===== config.mk =====
export PLATFORM = sky130hd
export DESIGN_NAME = adsr_poly
export DESIGN_NICKNAME = d
export VERILOG_FILES = /design/src/rtl/adsr_poly.sv
export SDC_FILE = /design/constraint.sdc
export NUM_CORES = 2
export LEC_CHECK = 0
export ABC_AREA = 1
export ABC_CLOCK_PERIOD_IN_PS = 12850
export CAP_MARGIN = 20
export CELL_PAD_IN_SITES_DETAIL_PLACEMENT = 0
export CELL_PAD_IN_SITES_GLOBAL_PLACEMENT = 1
export CORE_MARGIN = 1.5
export CORE_UTILIZATION = 50
export CTS_CLUSTER_DIAMETER = 120
export DETAILED_ROUTE_END_ITERATION = 7
export HOLD_SLACK_MARGIN = 0.06
export PLACE_DENSITY_LB_ADDON = 0.1
export SLEW_MARGIN = 20
export SYNTH_ARGS = -nofsm -noshare
export SYNTH_HDL_FRONTEND = slang
export SYNTH_SLANG_ARGS = --single-unit

===== constraint.sdc =====
create_clock -name i_clk -period 12.85 [get_ports i_clk]
set_input_delay 3.2125 -clock i_clk [delete_from_list [all_inputs] [get_ports i_clk]]
set_output_delay 3.2125 -clock i_clk [all_outputs]
set_load 0.01 [all_outputs]

===== src/rtl/adsr_poly.sv =====
// Time-multiplexed ADSR envelope engine: per-voice {env, state, key} in a small
// array, visited by a 4-phase pipeline, with a note-event FIFO feeding key updates.
module adsr_poly #(
  parameter int NUM_VOICES = 32,
  parameter int ADDR_W     = 8,
  parameter int SAMPLE_W   = 16,
  parameter int ENV_W      = 32,
  parameter int FIFO_DEPTH = 8
) (
  input  logic                i_clk,
  input  logic                i_reset_n,
  input  logic                i_note_valid,
  input  logic                i_note_on,
  input  logic [ADDR_W-1:0]   i_note_voice,
  input  logic [ADDR_W-1:0]   i_voice_index,
  input  logic [1:0]          i_pipeline_state,
  input  logic [SAMPLE_W-1:0] i_sample,
  input  logic [15:0]         i_attack_amt,
  input  logic [15:0]         i_decay_amt,
  input  logic [15:0]         i_sustain_amt,
  input  logic [15:0]         i_rel_amt,
  output logic [SAMPLE_W-1:0] o_sample,
  output logic                o_valid,
  output logic [ADDR_W-1:0]   o_voice_index,
  output logic                o_ready,
  output logic                o_overflow
);
  localparam int IDX_W = (NUM_VOICES > 1) ? $clog2(NUM_VOICES) : 1;
  localparam int PTR_W = $clog2(FIFO_DEPTH);
  localparam logic [ADDR_W:0] LAST_CNT = (ADDR_W+1)'(NUM_VOICES);
  localparam logic [ENV_W:0]  MAX_X    = {1'b0, {ENV_W{1'b1}}};

  typedef enum logic [1:0] {ST_IDLE, ST_ATTACK, ST_DECAY, ST_RELEASE} vstate_e;
  typedef struct packed { logic on; logic [ADDR_W-1:0] voice; } note_t;

  logic [ENV_W-1:0] env_mem [NUM_VOICES];
  vstate_e          st_mem  [NUM_VOICES];
  logic             key_mem [NUM_VOICES];
  note_t            fifo_mem [FIFO_DEPTH];

  logic                ready_q, ready_d;
  logic [ADDR_W:0]     init_cnt_q, init_cnt_d;
  logic [ADDR_W-1:0]   rd_addr_q, rd_addr_d;
  logic [SAMPLE_W-1:0] sample_q, sample_d;
  logic                valid_q, valid_d;
  logic [ADDR_W-1:0]   voice_q, voice_d;
  logic                ovf_q, ovf_d;
  logic [PTR_W:0]      wr_ptr_q, wr_ptr_d, rd_ptr_q, rd_ptr_d;

  logic [ENV_W-1:0] rd_env_q;
  vstate_e          rd_st_q;
  logic             rd_key_q;

  logic ph_read, ph_calc, ph_evt, fifo_empty, fifo_full, pop, push_ok;
  note_t head;
  assign ph_read    = ready_q && (i_pipeline_state == 2'd0);
  assign ph_calc    = ready_q && (i_pipeline_state == 2'd1);
  assign ph_evt     = ready_q && (i_pipeline_state == 2'd2);
  assign fifo_empty = (wr_ptr_q == rd_ptr_q);
  assign fifo_full  = ((wr_ptr_q ^ rd_ptr_q) == {1'b1, {PTR_W{1'b0}}});
  assign pop        = ph_evt && !fifo_empty;
  assign push_ok    = i_note_valid && (!fifo_full || pop);
  assign head       = fifo_mem[rd_ptr_q[PTR_W-1:0]];

  // Rates share the sustain scaling: the 16-bit amount lands in the top 16 env bits.
  logic [ENV_W-1:0] atk_e, dec_e, rel_e, tgt_e;
  logic [ENV_W:0]   env_x, atk_x, dec_x, rel_x, tgt_x;
  assign atk_e = ENV_W'(i_attack_amt)  << (ENV_W-16);
  assign dec_e = ENV_W'(i_decay_amt)   << (ENV_W-16);
  assign rel_e = ENV_W'(i_rel_amt)     << (ENV_W-16);
  assign tgt_e = ENV_W'(i_sustain_amt) << (ENV_W-16);
  assign env_x = {1'b0, rd_env_q};
  assign atk_x = {1'b0, atk_e};
  assign dec_x = {1'b0, dec_e};
  assign rel_x = {1'b0, rel_e};
  assign tgt_x = {1'b0, tgt_e};

  logic [ENV_W-1:0] nxt_env;
  vstate_e          nxt_st;
  always_comb begin
    nxt_env = rd_env_q;
    nxt_st  = rd_st_q;
    case (rd_st_q)
      ST_IDLE: begin
        nxt_env = '0;
        if (rd_key_q) nxt_st = ST_ATTACK;
      end
      ST_ATTACK:
        if (!rd_key_q) nxt_st = ST_RELEASE;
        else if (env_x + atk_x >= MAX_X) begin
          nxt_env = '1;
          nxt_st  = ST_DECAY;
        end else nxt_env = rd_env_q + atk_e;
      ST_DECAY:
        if (!rd_key_q) nxt_st = ST_RELEASE;
        else if (env_x > tgt_x + dec_x) nxt_env = rd_env_q - dec_e;
        else nxt_env = tgt_e;
      ST_RELEASE:
        if (rd_key_q) nxt_st = ST_ATTACK;
        else if (env_x > rel_x) nxt_env = rd_env_q - rel_e;
        else begin
          nxt_env = '0;
          nxt_st  = ST_IDLE;
        end
    endcase
  end

  logic [15:0] gain;
  logic signed [SAMPLE_W+16:0] smp_x, g_x, prod;
  assign gain  = rd_env_q[ENV_W-1 -: 16];
  assign smp_x = {{17{i_sample[SAMPLE_W-1]}}, i_sample};
  assign g_x   = {{(SAMPLE_W+1){1'b0}}, gain};
  assign prod  = smp_x * g_x;

  // Single write port per field group; key writes are masked from env/state.
  logic             env_we, key_we, key_wd;
  logic [IDX_W-1:0] env_wa, key_wa;
  logic [ENV_W-1:0] env_wd;
  vstate_e          st_wd;
  always_comb begin
    env_we = 1'b0;
    env_wa = rd_addr_q[IDX_W-1:0];
    env_wd = nxt_env;
    st_wd  = nxt_st;
    key_we = 1'b0;
    key_wa = head.voice[IDX_W-1:0];
    key_wd = head.on;
    if (!ready_q) begin
      env_we = (init_cnt_q < LAST_CNT);
      env_wa = init_cnt_q[IDX_W-1:0];
      env_wd = '0;
      st_wd  = ST_IDLE;
      key_we = env_we;
      key_wa = init_cnt_q[IDX_W-1:0];
      key_wd = 1'b0;
    end else if (ph_calc) env_we = 1'b1;
    else if (pop) key_we = 1'b1;
  end

  always_ff @(posedge i_clk) begin
    if (env_we) begin
      env_mem[env_wa] <= env_wd;
      st_mem[env_wa]  <= st_wd;
    end
    if (key_we) key_mem[key_wa] <= key_wd;
    if (ph_read) begin
      rd_env_q <= env_mem[i_voice_index[IDX_W-1:0]];
      rd_st_q  <= st_mem[i_voice_index[IDX_W-1:0]];
      rd_key_q <= key_mem[i_voice_index[IDX_W-1:0]];
    end
    if (push_ok) fifo_mem[wr_ptr_q[PTR_W-1:0]] <= '{on: i_note_on, voice: i_note_voice};
  end

  always_comb begin
    ready_d    = ready_q;
    init_cnt_d = init_cnt_q;
    rd_addr_d  = rd_addr_q;
    sample_d   = sample_q;
    valid_d    = 1'b0;
    voice_d    = voice_q;
    ovf_d      = ovf_q | (i_note_valid && !push_ok);
    wr_ptr_d   = wr_ptr_q + (PTR_W+1)'(push_ok);
    rd_ptr_d   = rd_ptr_q + (PTR_W+1)'(pop);
    if (!ready_q) begin
      if (init_cnt_q == LAST_CNT) ready_d = 1'b1;
      else init_cnt_d = init_cnt_q + (ADDR_W+1)'(1);
    end
    if (ph_read) rd_addr_d = i_voice_index;
    if (ph_calc) begin
      sample_d = prod[SAMPLE_W+15:16];
      valid_d  = 1'b1;
      voice_d  = rd_addr_q;
    end
  end

  always_ff @(posedge i_clk or negedge i_reset_n) begin
    if (!i_reset_n) begin
      ready_q    <= 1'b0;
      init_cnt_q <= '0;
      rd_addr_q  <= '0;
      sample_q   <= '0;
      valid_q    <= 1'b0;
      voice_q    <= '0;
      ovf_q      <= 1'b0;
      wr_ptr_q   <= '0;
      rd_ptr_q   <= '0;
    end else begin
      ready_q    <= ready_d;
      init_cnt_q <= init_cnt_d;
      rd_addr_q  <= rd_addr_d;
      sample_q   <= sample_d;
      valid_q    <= valid_d;
      voice_q    <= voice_d;
      ovf_q      <= ovf_d;
      wr_ptr_q   <= wr_ptr_d;
      rd_ptr_q   <= rd_ptr_d;
    end
  end

  logic unused_bits;
  assign unused_bits = ^{prod[SAMPLE_W+16], prod[15:0], head.voice};

  assign o_sample      = sample_q;
  assign o_valid       = valid_q;
  assign o_voice_index = voice_q;
  assign o_ready       = ready_q;
  assign o_overflow    = ovf_q;
endmodule


==> flow_summary.yaml <==
run_status:
  status: "complete, no violations"
synth:
  ys_warn_count: 0
  yosysTopAreaCell: "edfxtp_1"
  synth_edf_count: 1203
  synth_seq_cells: 1255
  synth_most_common_cell: "edfxtp_1"
  synth-seq-area-share_pct: 59.7
  syn_inst: 5666
  synth_top_area_share_pct: 57.6
  synthDistinctLibCells: 52
  ys_top_cells_by_count: "edfxtp_1, nor2_1, o21ai_0, nand2_1, inv_1"
  synth_area_leaders: "edfxtp_1, fa_1, o21ai_0"
  synth_area_um2: 62700
  async_reset_ff_share_pct: 4.14
  synth_top_flop_cell: "edfxtp_1"
  syn_nets: 6164
  synth_area_per_cell_um2: 11.1
floorplanning:
  die_width_um: 357
  ios: 129
  initial_core_util_pct: 50.5
  core_area_um2: 124000
  rows: 129
  die_area_um2: 128000
  die_h_um: 357
global_route:
  grt_pass1_wl_mm: 261
  gr-total-overflow: 0
  antenna_found_initial: 0
  grt_usage_pct: 27.3
  grt_pass1_vias: 41500
  grt_max_degree: 214
timing:
  rsz0062_at_grt: "false"
  hold_violations: 0
  fin_crit_sh_pct: 68.9
  max_freq_mhz: 113
  slew_viol_final: 0
  relSlewSlack_pct: 17.7
  setup_tns_ns: 0
  setup_viol: 0
  finalCriticalPeriod_ns: 8.86
  worstMarginPinSlew_ns: 1.23
  fin_worst_skew_ns: 0.0317
clock_tree:
  ctsHoldBuffers: 0
  cts_sinks: 1255
  clkTransAtPathRegs_ns: 0.06
  cts_resized: 0
  clk_latency_ns: 0.71
  post_cts_buffers: 0
  cts_buffer_depth: 3
  tritoncts: "built"
  cts_root_buf: "clkbuf_16"
  htreeDepth: 3
  cts_buffers: 116
route:
  num_vias: 43100
  drc: 0
  drtAntennaViolNets: 0
  dr.pass1.iters: 8
  wirelength_mm: 175
  viasPerCell: 5.83
  wl_per_cell_um: 23.7
  first_iter_violations: 3904
critical_path:
  crit_family: "adder cells"
  cpPeakStageDelay_ns: 0.86
  reg2reg_from: "rd_env_q[27]$_DFFE_PP_"
  cp.buffers_inverters: 6
  critPathCaptureType: "flip-flop"
  startpoint: "i_sample[4]"
  critPathMostFrequentCell: "nand2_1"
  start_kind: "input port"
  cp_data_arrival_time_ns: 9.45
  critPathKind: "in -> reg"
  critPathRequiredTime_ns: 13.44
  crit_fanout: 16
  slowest_stage: "clkdlybuf4s50_1"
  r2r_slack_ns: 6.81
placed_design:
  dp_hpwl_mm: 98.8
  io_buffers: 125
  dp_cells: 7185
  place.gp.congestion: 0.857
  place_area_um2: 65800
pwr:
  p_int_mw: 8.16
  swShare_pct: 34.6
  p_clk_share_pct: 27.1
  max-vdd-ir-drop_mv: 0.365
  p_leak_nw: 26.2
  power_density_nw_per_um2: 179
  seqPwrFrac_pct: 38.3
  p_comb_share_pct: 34.7
  p_sw_mw: 4.32
run:
  maxCapViolations: 0
layout:
  post_layout_nonfiller_instances: 7399
  final_area_um2: 69700
  drive_above_1_share_pct: 6.39
  fin_nets: 6165
  fillCellCount: 10500
  area_growth_pct: 11.1
hold_path:
  min_path_type: "reg -> reg"
  min-delay-start: "rd_addr_q[6]$_DFFE_PN0P_"
## power groups by stage
stage	registers, mW	clock network, mW	logic (mW)
CTS	4.78	3.43	4.40
detailed placement	4.86	0	4.37
global route	4.79	3.58	4.88
global placement	4.86	0	4.36
floorplan	4.86	0	2.97
finish	4.78	3.38	4.33
## cells in the final DEF, fill, tap and decap left out, types with 22 or more instances in the layout
cell type / count
nand2_1: 611
xor2_1: 33
edfxtp_1: 1203
nand4_1: 49
clkbuf_1: 32
dfrtp_1: 52
nor2_1: 854
clkdlybuf4s50_1: 120
clkinv_1: 25
xnor2_1: 28
buf_4: 91
clkbuf_16: 118
a32oi_1: 32
o22ai_1: 63
o21ai_0: 674
a31oi_1: 43
fa_1: 197
inv_1: 561
o221ai_1: 225
a21oi_1: 115
nand3_1: 184
ha_1: 199
nor2_4: 32
nor3_1: 22
## worst reg2reg max path: cells and delay by family, from the launching register on
kind            cells  cell delay [ns]
fa+ha+maj           7             3.32
compound gates      4             0.92
buf+inv             4             0.53
simple gates        9             0.83
flops               1             0.32
## flip-flops by register name (all words and copies together) (netlist names)
signal and cells:
env_mem 1024, st_mem 64, fifo_mem 48, key_mem 32
rd_env_q 32, o_sample 16, init_cnt_q 9, o_voice_index 8
rd_addr_q 8, rd_ptr_q 4, wr_ptr_q 4, rd_st_q 2
o_overflow 1, o_ready 1, o_valid 1, rd_key_q 1
## kinds of logic after synthesis
group / count (synthesis) / share of synthesized area [%]
compound gates: 1250 / 12.1
fa+ha+maj: 396 / 10.3
xor+xnor: 61 / 0.852
mux: 6 / 0.0978
simple gates: 1788 / 11.5
buf+inv: 910 / 5.52
flops: 1255 / 59.7
## layer usage
layer | wire [µm] | part of all wire (%) | global-route usage (%)
met5 | 0 | 0 | 0
met4 | 4640 | 2.6 | 7.90
met3 | 9520 | 5.4 | 2.57
met2 | 87400 | 50 | 47.6
met1 | 73800 | 42 | 36.5
## per-stage QoR
| step | hold slack [ns] | total power, mW | setup WS, ns | utilization, % |
|---|---|---|---|---|
| after global routing | 0.489 | 13.2 | 3.69 | 56.1 |
| after CTS | 0.469 | 12.6 | 3.98 | 56.0 |
| after detailed placement | 0.454 | 9.23 | 3.25 | 53.0 |
| final | 0.469 | 12.5 | 3.99 | 56.1 |
| after floorplan | 0.438 | 7.82 | 4.32 | - |
| after global placement | 0.441 | 9.23 | 3.25 | 53.0 |
## final timing paths
kind	cells past startpoint	endpoint
max	26	o_sample[11]$_DFFE_PN0P_
max in group asynchronous	2	o_sample[1]$_DFFE_PN0P_
min	2	o_voice_index[6]$_DFFE_PN0P_
max reg2reg	24	o_sample[11]$_DFFE_PN0P_
min in group asynchronous	2	wr_ptr_q[3]$_DFF_PN0_
min reg2reg	2	o_voice_index[6]$_DFFE_PN0P_
## layout make-up
cell class	instances	area, µm²	area share [%]
multi-input combinational	3501	22300	32.0
tap	1637	2050	2.94
sequential	1255	37400	53.7
clock inverter	61	631	0.905
timing repair buffer	220	2020	2.90
antenna	2	5.00	0.00718
clock buffer	150	3070	4.41
inverter	573	2170	3.12
(Power assumes the default switching activity.)
